File: src/rtl/forwarding_ctrl.sv
// Forwarding and hazard controller for a five-stage in-order pipeline.
// Tracks EX/MEM/WB shadows of the ID instruction and drives mux selects, stall and flush controls.
module forwarding_ctrl (
  input  logic        clk,
  input  logic        rst_n,
  input  logic        id_valid,
  input  logic [4:0]  id_rs1,
  input  logic [4:0]  id_rs2,
  input  logic [4:0]  id_rd,
  input  logic        id_reg_write,
  input  logic        id_mem_read,
  input  logic        branch_taken,
  output logic [1:0]  ForwardA,
  output logic [1:0]  ForwardB,
  output logic        pc_write,
  output logic        ifid_write,
  output logic        idex_bubble,
  output logic        ifid_flush,
  output logic [15:0] stall_count
);

  typedef struct packed {
    logic       valid;
    logic [4:0] rd;
    logic       reg_write;
    logic       mem_read;
  } stage_t;

  localparam logic [1:0] SEL_IDEX  = 2'b00;
  localparam logic [1:0] SEL_EXMEM = 2'b01;
  localparam logic [1:0] SEL_MEMWB = 2'b10;

  stage_t     ex_q, mem_q, wb_q;
  logic [4:0] ex_rs1_q, ex_rs2_q;
  logic       load_use;
  logic       stall;
  logic       unused_load_flags;

  function automatic logic is_source(input stage_t s);
    return s.valid && s.reg_write && (s.rd != 5'd0);
  endfunction

  // MEM is the younger producer, so it wins over WB when both match.
  function automatic logic [1:0] fwd_sel(input logic       ex_valid,
                                         input logic [4:0] rs,
                                         input stage_t     mem_s,
                                         input stage_t     wb_s);
    fwd_sel = SEL_IDEX;
    if (ex_valid) begin
      if (is_source(mem_s) && (mem_s.rd == rs))
        fwd_sel = SEL_EXMEM;
      else if (is_source(wb_s) && (wb_s.rd == rs))
        fwd_sel = SEL_MEMWB;
    end
  endfunction

  assign ForwardA = fwd_sel(ex_q.valid, ex_rs1_q, mem_q, wb_q);
  assign ForwardB = fwd_sel(ex_q.valid, ex_rs2_q, mem_q, wb_q);

  // Load results are not forwarded differently once past EX; the flags ride along for observability.
  assign unused_load_flags = mem_q.mem_read ^ wb_q.mem_read;

  always_comb begin
    load_use = id_valid && ex_q.valid && ex_q.mem_read && (ex_q.rd != 5'd0) &&
               ((ex_q.rd == id_rs1) || (ex_q.rd == id_rs2));
    stall       = load_use && !branch_taken;
    pc_write    = !stall;
    ifid_write  = !stall;
    idex_bubble = stall || branch_taken;
    ifid_flush  = branch_taken;
  end

  // NOTE: non-blocking assignments make every shadow advance from its pre-edge value,
  // so WB<=MEM<=EX<=ID behaves as a true shift regardless of statement order.
  always_ff @(posedge clk or negedge rst_n) begin
    if (!rst_n) begin
      ex_q        <= '0;
      mem_q       <= '0;
      wb_q        <= '0;
      ex_rs1_q    <= '0;
      ex_rs2_q    <= '0;
      stall_count <= '0;
    end else begin
      wb_q  <= mem_q;
      mem_q <= ex_q;
      if (idex_bubble) begin
        ex_q     <= '0;
        ex_rs1_q <= '0;
        ex_rs2_q <= '0;
      end else begin
        ex_q     <= '{valid: id_valid, rd: id_rd, reg_write: id_reg_write, mem_read: id_mem_read};
        ex_rs1_q <= id_rs1;
        ex_rs2_q <= id_rs2;
      end
      if (stall && (stall_count != 16'hFFFF))
        stall_count <= stall_count + 16'd1;
    end
  end

endmodule

File: config.mk
export PLATFORM = sky130hd
export DESIGN_NAME = forwarding_ctrl
export DESIGN_NICKNAME = d
export VERILOG_FILES = /design/src/rtl/forwarding_ctrl.sv
export SDC_FILE = /design/constraint.sdc
export NUM_CORES = 1
export LEC_CHECK = 0
export CAP_MARGIN = 20
export CELL_PAD_IN_SITES_DETAIL_PLACEMENT = 1
export CELL_PAD_IN_SITES_GLOBAL_PLACEMENT = 1
export CORE_MARGIN = 1.5
export CORE_UTILIZATION = 29
export CTS_BUF_LIST = sky130_fd_sc_hd__clkbuf_16
export CTS_CLUSTER_DIAMETER = 100
export DETAILED_ROUTE_END_ITERATION = 6
export PLACE_DENSITY = 0.57
export SETUP_SLACK_MARGIN = 0.3
export SYNTH_ARGS = -nofsm -noshare
export SYNTH_HDL_FRONTEND = slang
export SYNTH_SLANG_ARGS = --single-unit
File: constraint.sdc
create_clock -name clk -period 3.2 [get_ports clk]
set_clock_uncertainty 0.05 [all_clocks]
set_input_delay 0.96 -clock clk [delete_from_list [all_inputs] [get_ports clk]]
set_output_delay 0.96 -clock clk [all_outputs]
set_load 0.02 [all_outputs]
==> results of run 1 <==
layer usage:
layer	part of all wire (%)	up-vias
met2	47	28
met3	3.1	6
met5	0	-
met1	48	784
li1	-	770
met4	1.8	0
area by class of cell:
class | count | area [um2]
clock buffers | 5 | 125
well taps | 99 | 124
fillers | 800 | 4320
repair buffers | 59 | 510
clock inverters | 3 | 11.3
flip-flops and latches | 48 | 1200
multi-input cells | 135 | 1120
inverters | 1 | 3.75
sequential cells by signal (all words and copies together) (netlist names):
name	flops
stall_count	16
ex_q	8
mem_q	7
wb_q	7
ex_rs1_q	5
ex_rs2_q	5
report_power, final:
group,internal [mW],total (mW),switching (mW)
logic,0.0735,0.139,0.0651
clock network,0.281,0.485,0.204
registers,0.629,0.653,0.0244
synth_stat cells, drive strengths merged, types with 3 or more instances:
| library cell | number |
|---|---|
| buf | 5 |
| nor3 | 6 |
| nand4 | 6 |
| and2 | 20 |
| xor2 | 10 |
| nor4 | 4 |
| dfrtp | 48 |
| nand2 | 8 |
| nand3 | 19 |
| xnor2 | 33 |
| nor2 | 3 |
| and3 | 5 |
kinds of logic (layout without fill, tap and decap cells):
group | count (synthesis) | count (layout)
AND/OR/NAND/NOR | 80 | 80
flip-flops | 48 | 48
XOR/XNOR | 43 | 43
AO/OA/AOI/OAI | 9 | 9
buffers and inverters | 6 | 68
multiplexers | 2 | 2
adder cells (fa/ha/maj) | 1 | 1
critical path, cell delays in order (launching register included):
cell                       delay, ns
sky130_fd_sc_hd__dfrtp_1        0.38
sky130_fd_sc_hd__or4_4          0.53
sky130_fd_sc_hd__o211ai_1       0.28
sky130_fd_sc_hd__nor4_2         0.10
sky130_fd_sc_hd__nor3_1         0.15
sky130_fd_sc_hd__buf_4          0.17
worst max path at each step:
stage	from	endpoint	slack, ns	depth (start not counted)
2_1_floorplan	id_rs1[2]	pc_write	0.31	6
3_3_place_gp	id_rs1[4]	pc_write	-0.49	7
3_5_place_dp	id_rs1[4]	ifid_write	-0.50	7
4_1_cts	mem_q[5]$_DFF_PN0_	ForwardB[1]	0.26	5
5_1_grt	mem_q[5]$_DFF_PN0_	ForwardA[1]	0.20	5
6_report	mem_q[5]$_DFF_PN0_	ForwardB[1]	0.30	5
stage by stage:
step                      setup TNS, ns  hold slack, ns  cells  cell area [um2]  power, mW
after floorplan                       0           0.281    189             2270      0.725
after global placement            -1.55           0.286    341             2890      0.793
after detailed placement          -1.56           0.286    341             2890      0.795
after CTS                             0           0.301    350             3040       1.29
after global routing                  0           0.321    350             3090       1.33
final                                 0           0.300    350             3090       1.28
what timing repair did:
action / 4_1_cts / 5_1_grt
hold buffers: 0 / 0
pin swaps: 23 / 14
setup buffers: 1 / 0
endpoints found under the setup margin: 8 / 7
gates resized for setup: 96 / 13
==> reports/metrics.json, run 1 <==
{
  "cts-htree-levels": {"value": 2},
  "grt_use_met3": {"value": 2.85, "unit": "%"},
  "routed_wire_length_per_instance": {"value": 14.5, "unit": "um"},
  "reg_to_reg_critical_path_endpoint": {"value": "stall_count[1]$_DFFE_PN0P_"},
  "status": {"value": "finished, final reports clean"},
  "cts_root_buf": {"value": "sky130_fd_sc_hd__clkbuf_16"},
  "floorplan.io_pins": {"value": 45},
  "buffer_ports.inserted": {"value": 44},
  "worst-setup-path-type": {"value": "reg2out"},
  "layout_cells_sized_above_1": {"value": 27.5, "unit": "%"},
  "detailedPlacementHpwl": {"value": 3970, "unit": "um"},
  "gpl.final_weighted_congestion": {"value": 0.740},
  "yosys_most_used_dff": {"value": "sky130_fd_sc_hd__dfrtp_1"},
  "yosys.area_share.xor_xnor": {"value": 16.7, "unit": "%"},
  "grtUsageMet2": {"value": 21.1, "unit": "%"},
  "worst_slew_margin_rel": {"value": 57.7, "unit": "%"},
  "timing.reg2reg.setup_slack": {"value": 1.15, "unit": "ns"},
  "first_global_vias": {"value": 1778},
  "worst_ep_arrival_time": {"value": 1.89, "unit": "ns"},
  "most-common-layout-cells": {"value": "sky130_fd_sc_hd__dfrtp_1 (48), sky130_fd_sc_hd__xnor2_1 (25), sky130_fd_sc_hd__clkdlybuf4s50_1 (23)"},
  "rsz0062_at_grt": {"value": "true"},
  "fmax": {"value": 0.345, "unit": "GHz"},
  "fin_util": {"value": 41.7, "unit": "%"},
  "synth-adder-area-share": {"value": 0.555, "unit": "%"},
  "hold_path_depth": {"value": 0},
  "synth-compound-area-share": {"value": 4.60, "unit": "%"},
  "setup_ws_final": {"value": 0.303, "unit": "ns"},
  "hold_path.startpoint": {"value": "ex_q[1]$_DFF_PN0_"},
  "tritoncts": {"value": "done"},
  "vias": {"value": 1588},
  "globalRouteTotalUtil": {"value": 13.5, "unit": "%"},
  "grt_max_degree": {"value": 31},
  "start_of_the_worst_register_to_register_path": {"value": "stall_count[0]$_DFFE_PN0P_"},
  "worst_r2r_path_depth": {"value": 6},
  "cts.sink_count": {"value": 48},
  "timing.max_cap.violations": {"value": 0},
  "syn_nets": {"value": 211},
  "synth_top_area_cell": {"value": "sky130_fd_sc_hd__dfrtp_1"},
  "period_minus_slack": {"value": 2.90, "unit": "ns"},
  "initial_utilization": {"value": 30.5, "unit": "%"},
  "drtAntennaViolNets": {"value": 0},
  "top_usage_layer": {"value": "met2"},
  "post-synth-top-area-fraction": {"value": 53.2, "unit": "%"},
  "yosys_warnings": {"value": 0},
  "ctsLongestPathBuffers": {"value": 2},
  "ys_seq_elements": {"value": 48},
  "netlist_area": {"value": 0.00226, "unit": "mm2"},
  "die_outline_width": {"value": 91.2, "unit": "um"},
  "detail_route.drc_violations": {"value": 0},
  "grt_antenna_before_repair": {"value": 0},
  "cts.reportedPaths.clkPinSlew": {"value": 0.06, "unit": "ns"},
  "core-area": {"value": 0.00741, "unit": "mm2"},
  "floorplan.die.height": {"value": 91.2, "unit": "um"},
  "final_min_period_over_clock_period": {"value": 90.5, "unit": "%"},
  "power.leakage": {"value": 1.34, "unit": "nW"},
  "drt_first_iter_violations": {"value": 72},
  "yosys-top-cells-area": {"value": "sky130_fd_sc_hd__dfrtp_1 (53%), sky130_fd_sc_hd__xnor2_1 (13%), sky130_fd_sc_hd__and2_1 (5.5%)"},
  "synth_unique_cells": {"value": 36},
  "synth_top_family_by_area": {"value": "simple AND/OR/NAND/NOR gates"},
  "area_growth_from_synthesis_to_layout": {"value": 37.1, "unit": "%"},
  "synth_cells": {"value": 189},
  "synthMuxAreaShare": {"value": 1.16, "unit": "%"},
  "grt_pass1_wl": {"value": 8870, "unit": "um"},
  "clock_latency": {"value": 0.28, "unit": "ns"},
  "timing.hold.worst.class": {"value": "reg2reg"},
  "n_antenna_cell": {"value": 0},
  "std_cell_rows": {"value": 31},
  "setup.worst_path.start_class": {"value": "register"},
  "slew_viol_final": {"value": 0},
  "commonest_non_fill_non_tap_cell_in_the_layout": {"value": "sky130_fd_sc_hd__dfrtp_1"},
  "worst-slew-pin-transition": {"value": 0.634, "unit": "ns"},
  "synthArstFlopShare": {"value": 100, "unit": "%"},
  "timing.critical_path.required": {"value": 2.19, "unit": "ns"},
  "critical_path_peak_fanout": {"value": 2},
  "finalHoldViolations": {"value": 0},
  "synth_enable_flop_cells": {"value": 0},
  "met1_usage": {"value": 18.3, "unit": "%"},
  "wl": {"value": 5060, "unit": "um"},
  "grt.overflow.total": {"value": 0},
  "share_of_synthesized_cell_area_in_and_or_nand_and_nor_gates": {"value": 21.7, "unit": "%"},
  "dieArea": {"value": 0.00832, "unit": "mm2"},
  "syn-mean-instance-area": {"value": 11.9, "unit": "um2"},
  "tritoncts.num_buffers": {"value": 5},
  "nNetsFinal": {"value": 272},
  "setup_viol_count_final": {"value": 0},
  "pwr_density_cell": {"value": 413, "unit": "mW/mm2"},
  "yosysSeqAreaShare": {"value": 53.2, "unit": "%"},
  "drt_pre_antenna_iters": {"value": 4},
  "pre_cts_ws": {"value": -0.504, "unit": "ns"},
  "vdd.ir_drop.worst": {"value": 0.194, "unit": "mV"},
  "hold_crit_endpoint": {"value": "mem_q[1]$_DFF_PN0_"},
  "via_per_inst": {"value": 4.54},
  "endpoint_kind": {"value": "output port"}
}
(Power assumes the default switching activity.)
==> run 2, diff against run 1 <==
--- a/config.mk
+++ b/config.mk
@@ -8,7 +8,6 @@
 export CAP_MARGIN = 20
 export CELL_PAD_IN_SITES_DETAIL_PLACEMENT = 1
 export CELL_PAD_IN_SITES_GLOBAL_PLACEMENT = 1
-export CORE_MARGIN = 1.5
 export CORE_UTILIZATION = 29
 export CTS_BUF_LIST = sky130_fd_sc_hd__clkbuf_16
 export CTS_CLUSTER_DIAMETER = 100
==> reports/metrics.json, run 2 (same netlist as run 1, synthesis figures left out) <==
{
  "hold_path.startpoint": {"value": "mem_q[7]$_DFF_PN0_"},
  "floorplan.io_pins": {"value": 45},
  "timing.critical_path.required": {"value": 2.19, "unit": "ns"},
  "final_area": {"value": 0.00317, "unit": "mm2"},
  "first_global_vias": {"value": 1705},
  "worstPathCellList": {"value": "or4_4, o211ai_1, buf_4, nor4_4, nor3_2, buf_4"},
  "vias": {"value": 1618},
  "globalRouteTotalUtil": {"value": 13.9, "unit": "%"},
  "worst_slew_margin_rel": {"value": 74.8, "unit": "%"},
  "initial_utilization": {"value": 30.6, "unit": "%"},
  "finalHoldViolations": {"value": 0},
  "area_growth_from_synthesis_to_layout": {"value": 40.6, "unit": "%"},
  "grt.overflow.total": {"value": 0},
  "fmax": {"value": 0.335, "unit": "GHz"},
  "setup_viol_count_final": {"value": 0},
  "grt_max_degree": {"value": 19},
  "worst_r2r_path_depth": {"value": 8},
  "dieArea": {"value": 0.00814, "unit": "mm2"},
  "cts-htree-levels": {"value": 2},
  "slowest_stage": {"value": "sky130_fd_sc_hd__or4_4"},
  "die_outline_width": {"value": 90.2, "unit": "um"},
  "timing.hold.worst.class": {"value": "reg2reg"},
  "vdd.ir_drop.worst": {"value": 0.207, "unit": "mV"},
  "tritoncts.num_buffers": {"value": 5},
  "reg_to_reg_critical_path_endpoint": {"value": "stall_count[1]$_DFFE_PN0P_"},
  "routed_wire_length_per_instance": {"value": 14.9, "unit": "um"},
  "via_per_inst": {"value": 4.60},
  "most-common-layout-cells": {"value": "sky130_fd_sc_hd__dfrtp_1 (48), sky130_fd_sc_hd__xnor2_1 (26), sky130_fd_sc_hd__clkdlybuf4s50_1 (23)"},
  "fin_hold_ws": {"value": 0.330, "unit": "ns"},
  "setup.worst_path.start_class": {"value": "register"},
  "std_cell_rows": {"value": 31},
  "critical_path_peak_fanout": {"value": 2},
  "top_register": {"value": "stall_count"},
  "hold_path_depth": {"value": 0},
  "worst-setup-path-type": {"value": "reg2out"},
  "flip_flop_count_of_the_largest_register_all_copies_and_words_added": {"value": 16},
  "grt_pass1_wl": {"value": 8710, "unit": "um"},
  "critical_path_most_common_cell": {"value": "sky130_fd_sc_hd__buf_4"},
  "timing.max_cap.violations": {"value": 0},
  "placedCellCount": {"value": 339},
  "hold_crit_endpoint": {"value": "wb_q[7]$_DFF_PN0_"},
  "endpoint_kind": {"value": "output port"},
  "max_incr_delay_on_cp": {"value": 0.53, "unit": "ns"},
  "drt_first_iter_violations": {"value": 50},
  "setup_total_negative_slack": {"value": 0, "unit": "ns"},
  "slew_viol_final": {"value": 0},
  "ff_latch_area": {"value": 0.00120, "unit": "mm2"},
  "floorplan.die.height": {"value": 90.2, "unit": "um"},
  "n_antenna_cell": {"value": 0},
  "reg.largest.list": {"value": "stall_count x16, ex_q x8"},
  "final_min_period_over_clock_period": {"value": 93.2, "unit": "%"},
  "buffer_ports.inserted": {"value": 44},
  "core-area": {"value": 0.00737, "unit": "mm2"},
  "cts.reportedPaths.clkPinSlew": {"value": 0.06, "unit": "ns"},
  "tritoncts": {"value": "done"},
  "clock_latency": {"value": 0.29, "unit": "ns"},
  "commonest_non_fill_non_tap_cell_in_the_layout": {"value": "sky130_fd_sc_hd__dfrtp_1"},
  "place_area": {"value": 0.00287, "unit": "mm2"},
  "pwr_density_cell": {"value": 440, "unit": "mW/mm2"},
  "ctsLongestPathBuffers": {"value": 2},
  "power.leakage": {"value": 1.36, "unit": "nW"},
  "detailedPlacementHpwl": {"value": 3990, "unit": "um"},
  "worst_ep_arrival_time": {"value": 1.97, "unit": "ns"},
  "nNetsFinal": {"value": 274},
  "wl": {"value": 5240, "unit": "um"},
  "period_minus_slack": {"value": 2.98, "unit": "ns"},
  "cts.sink_count": {"value": 48},
  "grt_antenna_before_repair": {"value": 0},
  "n_fill_cell": {"value": 811},
  "start_of_the_worst_register_to_register_path": {"value": "ex_q[6]$_DFF_PN0_"},
  "drtAntennaViolNets": {"value": 0},
  "multi_input_comb_area": {"value": 0.00113, "unit": "mm2"},
  "layout_cells_sized_above_1": {"value": 28.5, "unit": "%"},
  "fin_util": {"value": 43.0, "unit": "%"},
  "status": {"value": "finished, final reports clean"},
  "worst-slew-pin-transition": {"value": 0.375, "unit": "ns"},
  "timing.reg2reg.setup_slack": {"value": 1.16, "unit": "ns"},
  "cts_root_buf": {"value": "sky130_fd_sc_hd__clkbuf_16"},
  "fin_cells": {"value": 352},
  "detail_route.drc_violations": {"value": 0},
  "rsz0062_at_grt": {"value": "true"},
  "drt_pre_antenna_iters": {"value": 4},
  "gpl.final_weighted_congestion": {"value": 0.726}
}
run 2: worst max-delay path: cells and delay by family, from the launching register on:
kind            cells  cell delay, ns
compound gates      1            0.23
buf+inv             2            0.33
flops               1            0.38
simple gates        3            0.74
run 2: area by class of cell:
class / instances / area share, %
inverter: 1 / 0.118
clock buffer: 5 / 3.94
timing repair buffer: 61 / 17.1
tap: 99 / 3.91
multi-input combinational: 135 / 35.7
sequential: 48 / 37.9
clock inverter: 3 / 1.34
run 2: what timing repair did:
action,in CTS,in global routing
hold buffers,0,0
setup endpoints to repair,8,7
resized for setup,97,14
buffers inserted,2,3
pin swaps,21,14
run 2: report_power, final:
part / internal [mW] / total (mW) / switching, mW
clock: 0.367 / 0.597 / 0.230
sequential: 0.628 / 0.653 / 0.0252
combinational: 0.0773 / 0.145 / 0.0673
total: 1.07 / 1.39 / 0.322
run 2: how the worst max path moves through the flow:
| stage | startpoint | endpoint | slack, ns | cells after the start |
|---|---|---|---|---|
| floorplan | id_rs1[2] | pc_write | 0.31 | 6 |
| global placement | id_rs1[0] | pc_write | -0.54 | 7 |
| detailed placement | id_rs1[0] | ifid_write | -0.53 | 7 |
| CTS | mem_q[4]$_DFF_PN0_ | ForwardA[1] | 0.21 | 6 |
| global route | mem_q[5]$_DFF_PN0_ | ForwardA[1] | 0.1 | 6 |
| finish | mem_q[5]$_DFF_PN0_ | ForwardA[1] | 0.22 | 6 |
run 2: metal layers:
metal | vias to the layer above | wire length, um | track usage, %
met5 | - | 0 | 0
met4 | 0 | 99 | 6.18
met3 | 7 | 144 | 2.96
met2 | 28 | 2560 | 21.4
met1 | 804 | 2440 | 18.7
li1 | 779 | - | -
run 2: per-stage QoR:
stage / power, mW / setup WS, ns
floorplan: 0.725 / 0.306
global placement: 0.794 / -0.538
detailed placement: 0.795 / -0.525
CTS: 1.40 / 0.212
global route: 1.45 / 0.0995
finish: 1.39 / 0.218
